**src/rtl/wasm_mem_arbiter.sv**
```systemverilog
// wasm_mem_arbiter
//   Shares the single wasm_memory read/write port between the wasm_cpu
//   memory interface and a host-side requester (debug / DMA loader).
//   One transaction is outstanding at a time. The CPU has priority, but the
//   host wins after CPU_BURST_MAX consecutive CPU grants while it is waiting.
//   Hung accesses are aborted after TIMEOUT_CYCLES cycles in WAIT.
//
// Ports
//   clk, rst_n              clock, synchronous active-low reset
//   cpu_* / host_*          request (req/we/addr/op/wdata) and response
//                           (ack/rdata/err) for each requester
//   mem_rd_* / mem_wr_*     strobes, address, op and data to wasm_memory
//   mem_rd_data_i, mem_rd_valid_i, mem_wr_valid_i, mem_trap_i
//                           memory completion and trap code
//   owner_o                 0=CPU, 1=host (meaningful while busy_o=1)
//   busy_o                  arbiter not in IDLE
//   timeout_o               sticky timeout flag, cleared by reset only

package wasm_mem_pkg;
  typedef enum logic [2:0] {
    OP_8S  = 3'd0,
    OP_8U  = 3'd1,
    OP_16S = 3'd2,
    OP_16U = 3'd3,
    OP_32S = 3'd4,
    OP_32U = 3'd5,
    OP_64  = 3'd6
  } mem_op_t;

  typedef enum logic [1:0] {
    TRAP_NONE      = 2'd0,
    TRAP_OOB       = 2'd1,
    TRAP_UNALIGNED = 2'd2
  } trap_t;
endpackage

module wasm_mem_arbiter
  import wasm_mem_pkg::*;
#(
  parameter int CPU_BURST_MAX  = 4,
  parameter int TIMEOUT_CYCLES = 64
) (
  input  logic        clk,
  input  logic        rst_n,
  input  logic        cpu_req_i,
  input  logic        cpu_we_i,
  input  logic [31:0] cpu_addr_i,
  input  mem_op_t     cpu_op_i,
  input  logic [63:0] cpu_wdata_i,
  output logic        cpu_ack_o,
  output logic [63:0] cpu_rdata_o,
  output logic        cpu_err_o,
  input  logic        host_req_i,
  input  logic        host_we_i,
  input  logic [31:0] host_addr_i,
  input  mem_op_t     host_op_i,
  input  logic [63:0] host_wdata_i,
  output logic        host_ack_o,
  output logic [63:0] host_rdata_o,
  output logic        host_err_o,
  output logic        mem_rd_en_o,
  output logic [31:0] mem_rd_addr_o,
  output mem_op_t     mem_rd_op_o,
  output logic        mem_wr_en_o,
  output logic [31:0] mem_wr_addr_o,
  output mem_op_t     mem_wr_op_o,
  output logic [63:0] mem_wr_data_o,
  input  logic [63:0] mem_rd_data_i,
  input  logic        mem_rd_valid_i,
  input  logic        mem_wr_valid_i,
  input  trap_t       mem_trap_i,
  output logic        owner_o,
  output logic        busy_o,
  output logic        timeout_o
);

  localparam int SW = $clog2(CPU_BURST_MAX + 1);
  localparam int TW = $clog2(TIMEOUT_CYCLES + 1);

  typedef enum logic [1:0] {IDLE, ISSUE, WAIT, RESP} state_t;

  state_t        state_reg, state_next;
  logic          owner_reg;
  logic          we_reg;
  logic [31:0]   addr_reg;
  mem_op_t       op_reg;
  logic [63:0]   wdata_reg;
  logic [SW-1:0] starve_cnt_reg;
  logic [TW-1:0] tmo_cnt_reg;
  logic [63:0]   cpu_rdata_reg, host_rdata_reg;
  logic          cpu_err_reg, host_err_reg;
  logic          timeout_reg;

  logic          any_req;
  logic          host_wins;
  logic          match_valid;
  logic          capture;
  logic          timed_out;
  logic [63:0]   cap_data;
  logic          cap_err;

  assign any_req     = cpu_req_i | host_req_i;
  // Host wins when alone, or when the CPU has used up its burst allowance.
  assign host_wins   = host_req_i & (~cpu_req_i | (starve_cnt_reg == SW'(CPU_BURST_MAX)));
  assign match_valid = we_reg ? mem_wr_valid_i : mem_rd_valid_i;

  always_comb begin
    state_next = state_reg;
    capture    = 1'b0;
    timed_out  = 1'b0;
    case (state_reg)
      IDLE:  if (any_req) state_next = ISSUE;
      ISSUE: begin
        // A zero-latency memory may complete in the issue cycle itself.
        state_next = WAIT;
        if (match_valid) begin
          state_next = RESP;
          capture    = 1'b1;
        end
      end
      WAIT: begin
        if (match_valid) begin
          state_next = RESP;
          capture    = 1'b1;
        end else if (tmo_cnt_reg == TW'(TIMEOUT_CYCLES - 1)) begin
          state_next = RESP;
          capture    = 1'b1;
          timed_out  = 1'b1;
        end
      end
      RESP:    state_next = IDLE;
      default: state_next = IDLE;
    endcase
  end

  // Writes and timeouts return zero data; a timeout always reports an error.
  assign cap_data = (timed_out | we_reg) ? 64'd0 : mem_rd_data_i;
  assign cap_err  = timed_out | (mem_trap_i != TRAP_NONE);

  always_ff @(posedge clk) begin
    if (!rst_n) begin
      state_reg      <= IDLE;
      owner_reg      <= 1'b0;
      we_reg         <= 1'b0;
      addr_reg       <= '0;
      op_reg         <= OP_8S;
      wdata_reg      <= '0;
      starve_cnt_reg <= '0;
      tmo_cnt_reg    <= '0;
      cpu_rdata_reg  <= '0;
      host_rdata_reg <= '0;
      cpu_err_reg    <= 1'b0;
      host_err_reg   <= 1'b0;
      timeout_reg    <= 1'b0;
    end else begin
      state_reg <= state_next;

      if (state_reg == IDLE) begin
        if (any_req) begin
          owner_reg <= host_wins;
          we_reg    <= host_wins ? host_we_i    : cpu_we_i;
          addr_reg  <= host_wins ? host_addr_i  : cpu_addr_i;
          op_reg    <= host_wins ? host_op_i    : cpu_op_i;
          wdata_reg <= host_wins ? host_wdata_i : cpu_wdata_i;
        end
        if (!host_req_i || (any_req && host_wins)) begin
          starve_cnt_reg <= '0;
        end else if (any_req && starve_cnt_reg != SW'(CPU_BURST_MAX)) begin
          // CPU grant with the host waiting.
          starve_cnt_reg <= starve_cnt_reg + SW'(1);
        end
      end

      if (state_reg == ISSUE) begin
        tmo_cnt_reg <= '0;
      end else if (state_reg == WAIT) begin
        tmo_cnt_reg <= tmo_cnt_reg + TW'(1);
      end

      if (capture) begin
        if (owner_reg) begin
          host_rdata_reg <= cap_data;
          host_err_reg   <= cap_err;
        end else begin
          cpu_rdata_reg <= cap_data;
          cpu_err_reg   <= cap_err;
        end
      end

      if (timed_out) timeout_reg <= 1'b1;
    end
  end

  assign cpu_ack_o     = (state_reg == RESP) & ~owner_reg;
  assign host_ack_o    = (state_reg == RESP) &  owner_reg;
  assign cpu_rdata_o   = cpu_rdata_reg;
  assign cpu_err_o     = cpu_err_reg;
  assign host_rdata_o  = host_rdata_reg;
  assign host_err_o    = host_err_reg;
  assign mem_rd_en_o   = (state_reg == ISSUE) & ~we_reg;
  assign mem_wr_en_o   = (state_reg == ISSUE) &  we_reg;
  assign mem_rd_addr_o = addr_reg;
  assign mem_rd_op_o   = op_reg;
  assign mem_wr_addr_o = addr_reg;
  assign mem_wr_op_o   = op_reg;
  assign mem_wr_data_o = wdata_reg;
  assign owner_o       = owner_reg;
  assign busy_o        = (state_reg != IDLE);
  assign timeout_o     = timeout_reg;

endmodule
```
**config.mk**
```make
export PLATFORM = sky130hd
export DESIGN_NAME = wasm_mem_arbiter
export DESIGN_NICKNAME = d
export VERILOG_FILES = /design/src/rtl/wasm_mem_arbiter.sv
export SDC_FILE = /design/constraint.sdc
export NUM_CORES = 1
export LEC_CHECK = 0
export CORE_AREA = 2 2 212 214
export CTS_CLUSTER_DIAMETER = 50
export DETAILED_ROUTE_END_ITERATION = 10
export DIE_AREA = 0 0 214 216
export SYNTH_ARGS = -nofsm -noshare
export SYNTH_HDL_FRONTEND = slang
export SYNTH_SLANG_ARGS = --single-unit
```
**constraint.sdc**
```tcl
create_clock -name clk -period 5.5 [get_ports clk]
set_input_delay 0.825 -clock clk [delete_from_list [all_inputs] [get_ports clk]]
set_output_delay 0.825 -clock clk [all_outputs]
set_load 0.01 [all_outputs]
```
# [Word-level counts from Yosys, hierarchy flattened]
# Index checks and enable logic that the tools add are counted.
[word_totals] output_inout_bits=271 romBits=0 latch_bits=0 n_memories=0 ff_bits=244 mem_bits_rw=0
[classes] bitwise_logic=13 addsub=2 eq_ne=8 n_div=0 n_reduce_logical=14 magnitude_cmp=0 n_mul=0 n_shift=0 n_mux=19
[ops] operator="$mux W64" n=2
[ops] operator="$mux W32" n=1
[ops] operator="$reduce_and A2 Y1" n=5
[ops] operator="$mux W3" n=3
[ops] operator="$mux W1" n=8
[ops] operator="$pmux W2 S4" n=1
[ops] operator="$add A7 B1 Y7 const B" n=1
[ops] operator="$eq A7 B6 Y1 const B" n=1
[ops] operator="$mux W2" n=3
[ops] operator="$ne A3 B3 Y1 const B" n=2
[ops] operator="$reduce_bool A2 Y1" n=3
[ops] operator="$and A1 B1 Y1" n=5
[ops] operator="$eq A2 B2 Y1 const B" n=2
[ops] operator="$not A1 Y1" n=4
[ops] operator="$or A1 B1 Y1" n=4
[ops] operator="$add A3 B1 Y3 const B" n=1
[ops] operator="$eq A3 B3 Y1 const B" n=1
[ops] operator="$eq A2 B1 Y1 const B" n=1
[ops] operator="$logic_and A1 B1 Y1" n=2
[ops] operator="$logic_not A2 Y1" n=1
[ops] operator="$ne A2 B2 Y1 const B" n=1
[ops] operator="$pmux W1 S2" n=1
[ops] operator="$reduce_or A2 Y1" n=1
[ops] operator="$logic_not A1 Y1" n=1
[ops] operator="$logic_or A1 B1 Y1" n=1

# [Longest topological paths before layout]
# Gate-level depths: netlist of the first run.
[depth] depth_word=7 mapped_depth=9

# [Worst setup path before layout of the first run]
# Ideal clock, no wire load.
[synth_path] kind="input-to-reg" start="input mem_rd_valid_i" end="register cpu_rdata_reg[46] (netlist: cpu_rdata_o[46])" setup_time_ns=0.124 path_buffers=2 arrival_time_ns=1.853 path_stages=6 path_slack_ns=3.523 required_ns=5.376 path_cell_list="mux2_4 and2_1 mux2i_4 buf_6 buf_4 o22ai_2"
[synth_between] elab_chain_len=5 word_cells_on_any_way=9
[synth_lines] item="start, declared" line_no="69" rtl="input logic mem_rd_valid_i,"
[synth_lines] item="$mux W1 (*)" line_no="105" rtl="assign match_valid = we_reg ? mem_wr_valid_i : mem_rd_valid_i;"
[synth_lines] item="$mux W1" line_no="122" rtl="if (match_valid) begin"
[synth_lines] item="$mux W1" line_no="111" rtl="case (state_reg)"
[synth_lines] item="$or A1 B1 Y1" line_no="137" rtl="assign cap_data = (timed_out | we_reg) ? 64'd0 : mem_rd_data_i;"
[synth_lines] item="$mux W64" line_no="137"
[synth_lines] item="end signal, assigned" line_no="185" rtl="cpu_rdata_reg <= cap_data;"
[synth_lines] item="end, declared" line_no="90" rtl="logic [63:0] cpu_rdata_reg, host_rdata_reg;"
# Every way passes the cells marked *; elsewhere a longest branch is shown, timed or not.
# A chain may end at the register's enable or synchronous reset.

# [Worst setup path in the final report of the first run]
[layout_path] start="register state_reg[0]" end="output busy_o"
[layout_between] elab_chain_len=1
[layout_lines] item="start, declared" line_no="82" rtl="state_t state_reg, state_next;"
[layout_lines] item="start signal, assigned" line_no="156" rtl="state_reg <= state_next;"
[layout_lines] item="$reduce_bool A2 Y1" line_no="208" rtl="assign busy_o = (state_reg != IDLE);"
[layout_lines] item="end, declared" line_no="73" rtl="output logic busy_o,"
# Every way passes these cells.

==> results.ini, run 1 <==
[clocking]
numCtsBuffers=37
cts_tree=yes
clock_sinks=244
cts.reportedPaths.clkPinSlew_ns=0.06
ctsLongestPathBuffers=3
htree_levels=2
cts_resized=0
cts-root-buf=clkbuf_16
post_cts_buffers=0
hold_buffers=0
clkLatencyLatePin_ns=0.53

[detailed_routing]
highest_layer=met4
first_pass_iters=5
postRouteAntennaNets=0
post-route-drc-count=0
wl_um=38310
dr_wl_met3_um=3013
detail_route.wl_per_cell_um=17.22
routedLengthMet1_um=15250
drt_first_iter_violations=506
wl_met2_um=18900
viasPerCell=4.302
vias=9573

[worst_setup_path]
crit_buf_inv=3
path_max_fanout=7
required_ns=4.68
cp_slowest_stage_delay_ns=0.58
path_delay_family=buffers and inverters
crit_arrival_ns=2.13
cpMostUsedCell=inv_1
cp-start-kind=register
cp-end-kind=output port
crit_path_top_delay_cell=clkdlybuf4s50_1
path_cells=inv_1 -> ha_1 -> inv_1 -> clkdlybuf4s50_1
crit_type=reg -> out

[synthesis]
synth_seq_cells=244
syn_area_um2=10300
synth_nets=1413
yosys-top-cells-area=dfxtp_1 (47%), mux2i_1 (9.9%), o22ai_1 (5.3%), a21oi_1 (5.0%), inv_1 (5.0%)
netlist.area_leader.share=0.4742
yosysTopAreaCell=dfxtp_1
yosysWarnings=0
synth.most_common_cell=dfxtp_1
avgSynthCellArea_um2=9.084
async_flop_share=0
synth_ff_type=dfxtp_1
synth_commonest_cells=dfxtp_1 (244), inv_1 (137), nand2_1 (137), a21oi_1 (103)
synth-edff-count=0
yosysSeqAreaShare=0.4742
synthCells=1134
ys_types=41

[sta]
drv_slew=0
setup_viol_count_final=0
rsz0062_at_grt=no
skew_ns=0.02055
tns_ns=0
hold_slack_ns=0.4589
fin_crit_sh=0.5371
slew_headroom=0.3270
final.min_clock_period_ns=2.954
hold_viol=0
worst_slew_pin_slew_ns=1.010
fmax_ghz=0.3385

[cells_and_area]
stdcell_count=2225
drive_gt1_frac=0.07961
n_antenna_cell=0
fin_area_um2=17090
final_nets=1884
area_growth_pct=65.93

[global_route]
antenna_found_initial=0
grt_max_degree=202
grt_pass1_vias=9542
grt_overflow=0
grt_use_total=0.1579
grt_pass1_wl_um=56700

[die]
die_h_um=216
start_util=0.2350
ios=543
rows=77
die-area_um2=46220
fp.dieW_um=214
core_um2=43840

[place]
gp_congestion=0.8373
placed_area_um2=15840
port-buffer-count=542
hpwlAfterDp_um=28310
place_inst=2158

[power_and_ir_drop]
leakagePower_nw=6.314
max-vdd-ir-drop_uv=222.9
total_power_mw=7.142
power_density_nw_per_um2=417.8

[hold_path]
hp-class=reg -> reg

[flow_run]
cap_violations=0

[status]
outcome=finished, final reports clean

## area by class of cell
type,instances,area [µm²]
Clock buffer,47,1046
Clock inverter,20,209.0
Multi-Input combinational cell,634,4170
Fill cell,4428,26740
Inverter,137,514.2
Sequential cell,244,4885
Tap cell,592,740.7
Timing Repair Buffer,551,5528
## worst register-to-register path: stages (launching register included)
cell     delay, ns
dfxtp_1       0.41
inv_1         0.09
ha_1          0.29
or2_1         0.30
and2_1        0.21
mux2i_4       0.65
buf_12        0.49
o22ai_1       0.30
## layer usage
layer  GRT usage  vias to the layer above
li1            -                     4768
met3     0.04905                       49
met1      0.1785                     4339
met4     0.05664                        0
met5           0                        -
met2      0.2794                      417
## where the power goes
| group | internal, mW | switching, mW | leakage (nW) |
|---|---|---|---|
| clock network | 1.47 | 0.905 | 0.619 |
| registers | 2.09 | 0.218 | 1.99 |
| logic | 1.18 | 1.27 | 3.70 |
| total | 4.75 | 2.40 | 6.31 |
## final timing paths
path                                  startpoint          endpoint  slack (ns)  cells past startpoint
worst max-delay path                state_reg[0]            busy_o        2.55                      4
worst min-delay path            host_rdata_o[62]  host_rdata_o[62]        0.46                      2
worst max register to register      state_reg[0]   cpu_rdata_o[25]        2.61                      7
worst min register to register  host_rdata_o[62]  host_rdata_o[62]        0.46                      2
## cell usage in the layout (no fill, tap or decap), types with 2 or more instances in the layout
master           netlist  routed
ha_1                   7       7
o22ai_1               88      88
xnor2_1                2       2
bufinv_16              0       2
buf_12                 0       3
a21oi_1              103     103
clkbuf_16              0      39
clkinv_2               0       5
and2_1                 4       4
nand2b_1               2       2
clkinvlp_4             0       2
dfxtp_1              244     244
nor2b_1                2       2
clkbuf_8               0       4
o211a_1                2       2
nand3_1                3       3
clkdlybuf4s50_1        0     541
o21ai_4                2       2
nor2_4                 1       3
o21ai_0              102     102
nor2_1                14      13
inv_8                  0       5
o22ai_2               41      41
inv_1                137     137
buf_4                 46       7
xor2_1                 4       4
nand2_1              137     136
inv_6                  0       4
mux2i_1              102     102
clkinv_4               0       2
clkbuf_1              39       4
o221a_2                2       2
## kinds of logic (layout without fill, tap and decap cells)
| family | after synthesis | in the layout | share of synthesized area |
|---|---|---|---|
| buf+inv | 256 | 755 | 0.1229 |
| xor+xnor | 6 | 6 | 0.005101 |
| mux | 104 | 104 | 0.1028 |
| flops | 244 | 244 | 0.4742 |
| compound gates | 346 | 346 | 0.2173 |
| simple gates | 171 | 171 | 0.06923 |
| fa+ha+maj | 7 | 7 | 0.008502 |
## per-stage QoR
stage          utilization  worst slack, ns
3_5_place_dp        0.3613            2.113
3_3_place_gp        0.3613            2.172
4_1_cts             0.3899            2.509
2_1_floorplan            -            3.523
6_report            0.3899            2.546
5_1_grt             0.3899            2.416
Power figures use the tool's default switching activity.
==> run 2, diff against run 1 <==
--- a/config.mk
+++ b/config.mk
@@ -5,10 +5,10 @@
 export SDC_FILE = /design/constraint.sdc
 export NUM_CORES = 1
 export LEC_CHECK = 0
-export CORE_AREA = 2 2 212 214
+export CORE_AREA = 2 2 213 215
 export CTS_CLUSTER_DIAMETER = 50
 export DETAILED_ROUTE_END_ITERATION = 10
-export DIE_AREA = 0 0 214 216
+export DIE_AREA = 0 0 215 217
 export SYNTH_ARGS = -nofsm -noshare
 export SYNTH_HDL_FRONTEND = slang
 export SYNTH_SLANG_ARGS = --single-unit
==> constraint.sdc (replaced) <==
create_clock -name clk -period 3 [get_ports clk]
set_input_delay 0.45 -clock clk [delete_from_list [all_inputs] [get_ports clk]]
set_output_delay 0.45 -clock clk [all_outputs]
set_load 0.01 [all_outputs]
==> run 2 against run 1 <==
  * Hold slack got worse by 0.0038 ns
  * Power rose by 82%
  * Clock-buffer cell count fell by 6
  * Combinational power grew 93%
  * Clock skew hardly changed
  * Cell count is 1.5% higher
  * Clock power up 68%
  * Sequential power is 84% higher
  * First-iteration DRC count is 4.2% lower
  * Sequential share of layout area is 0.32 points lower
  * Cell area grew 1.1%
  * Via count increased by 2.8%
  * Critical path type unchanged
  * Critical endpoint unchanged
  * Highest routed layer unchanged
==> results.ini, run 2 (synthesis results as in run 1) <==
[cells_and_area]
final_nets=1913  ; was 1884
regArea_um2=4885  ; unchanged
fin_area_um2=17280  ; was 17090 µm²
n_antenna_cell=0  ; unchanged
area_growth_pct=67.79  ; was 65.93%
stdcell_count=2258  ; was 2225
fillers=4583  ; was 4428
multi_input_area_um2=4170  ; unchanged
mostFrequentLayoutCell=clkdlybuf4s50_1  ; unchanged
drive_gt1_frac=0.09530  ; was 0.07961
final_cell_mix=clkdlybuf4s50_1 (541), dfxtp_1 (244), inv_1 (137), nand2_1 (136), a21oi_1 (103)  ; unchanged
finish.utilization=0.3867  ; was 0.3899

[place]
dp_slack_ns=0.4307  ; was 2.113 ns
place_inst=2197  ; was 2158
placed_area_um2=16140  ; was 15840 µm²
gp_congestion=0.8913  ; was 0.8373
port-buffer-count=542  ; unchanged
hpwlAfterDp_um=30010  ; was 28310 µm

[global_route]
grt_pass1_vias=9716  ; was 9542
grt_pass1_wl_um=57350  ; was 56700 µm
antenna_found_initial=1  ; was 0
grt_overflow=0  ; unchanged
grt_max_degree=72  ; was 202
grt_use_total=0.1591  ; was 0.1579

[sta]
fmax_ghz=0.3879
fin_crit_sh=0.8594
worst_slew_pin_slew_ns=0.8049  ; was 1.010 ns
hold_viol=0  ; unchanged
setup_viol_count_final=0  ; unchanged
slew_headroom=0.4634  ; was 0.3270
rsz0062_at_grt=no  ; unchanged
timing.final.ws_setup_ns=0.4217  ; was 2.546 ns
final.min_clock_period_ns=2.578
drv_slew=0  ; unchanged
tns_ns=0  ; unchanged
skew_ns=0.02006  ; was 0.02055 ns
hold_slack_ns=0.4550  ; was 0.4589 ns

[worst_setup_path]
crit_type=reg -> out  ; unchanged
r2r_cells=7  ; unchanged
cp-end-kind=output port  ; unchanged
cpMostUsedCell=inv_1  ; unchanged
crit_path_top_delay_cell=clkdlybuf4s50_1  ; unchanged
required_ns=2.55  ; was 4.68 ns
cp-start-kind=register  ; unchanged
r2r-start=state_reg[0]  ; unchanged
cp_slowest_stage_delay_ns=0.58  ; about the same
crit_arrival_ns=2.13  ; about the same
path_cells=inv_1 -> ha_1 -> inv_1 -> clkdlybuf4s50_1  ; unchanged
path_max_fanout=7  ; unchanged
r2r-end=host_rdata_o[62]  ; was cpu_rdata_o[25]
ff2ff_setup_slack_ns=0.60  ; was 2.61 ns

[die]
rows=78  ; was 77
die_h_um=217  ; was 216 µm
fp.dieW_um=215  ; was 214 µm
ios=543  ; unchanged
start_util=0.2305  ; was 0.2350
core_um2=44700  ; was 43840 µm²
die-area_um2=46660  ; was 46220 µm²

[power_and_ir_drop]
power_density_nw_per_um2=751.9  ; was 417.8 nW/µm²
total_power_mw=13.00  ; was 7.142 mW
leakagePower_nw=6.417  ; was 6.314 nW
max-vdd-ir-drop_uv=425.0  ; was 222.9 µV

[clocking]
cts_tree=yes  ; unchanged
htree_levels=2  ; unchanged
cts.reportedPaths.clkPinSlew_ns=0.06  ; about the same
hold_buffers=0  ; unchanged
cts_resized=0  ; unchanged
cts-root-buf=clkbuf_16  ; unchanged
ctsLongestPathBuffers=3  ; unchanged
clkLatencyLatePin_ns=0.53  ; about the same
post_cts_buffers=0  ; unchanged
clock_sinks=244  ; unchanged
numCtsBuffers=35  ; was 37

[flow_run]
cap_violations=0  ; unchanged

[status]
outcome=finished, final reports clean  ; unchanged

[detailed_routing]
first_pass_iters=6  ; was 5
vias=9840  ; was 9573
detail_route.wl_per_cell_um=17.25  ; was 17.22 µm
postRouteAntennaNets=0  ; unchanged
wl_um=38950  ; was 38310 µm
viasPerCell=4.358  ; was 4.302
drt_first_iter_violations=485  ; was 506
post-route-drc-count=0  ; unchanged

[hold_path]
hold_start=host_rdata_o[62]  ; unchanged
hold-path-endpoint=host_rdata_o[62]  ; unchanged
hp-class=reg -> reg  ; unchanged
min_path_cells=2  ; unchanged

==> run 2: changes by cell type in the layout (fill, tap and decap cells not counted), moves of 3 or more <==
cell,change
buf_4,+26
clkbuf_16,-3
clkinv_4,+3
clkbuf_1,-3
buf_12,+5
==> run 2: per-layer routing <==
metal  share of wire  vias to the layer above  global-route usage
li1                -                     4834                   -
met1            0.39                     4502              0.1764
met2            0.48                      429              0.2766
met3           0.084                       75             0.05199
met4           0.046                        0             0.07356
met5               0                        -                   0
==> run 2: worst max-delay path by stage <==
stage,start,end
5_1_grt,state_reg[0],busy_o
3_5_place_dp,mem_rd_valid_i,host_rdata_o[62]
6_report,state_reg[0],busy_o
3_3_place_gp,mem_rd_valid_i,host_rdata_o[62]
4_1_cts,state_reg[0],busy_o
2_1_floorplan,state_reg[0],cpu_rdata_o[46]
==> run 2: critical path, delay by kind of cell, from the launching register on <==
kind                     cells  cell delay, ns
adder cells (fa/ha/maj)      1            0.31
buffers and inverters        3            0.88
flip-flops                   1            0.41
==> run 2: area by class of cell <==
type                            instances  area share
Tap cell                              600     0.04343
Clock inverter                         20     0.01050
Clock buffer                           41     0.05552
Multi-Input combinational cell        634      0.2413
Timing Repair Buffer                  582      0.3369
Inverter                              137     0.02975
Sequential cell                       244      0.2826
==> run 2: where the power goes <==
group	internal, mW	switching, mW	total, mW
Clock	2.35	1.64	3.98
Sequential	3.84	0.412	4.25
Combinational	2.37	2.39	4.76
Total	8.55	4.44	13.0
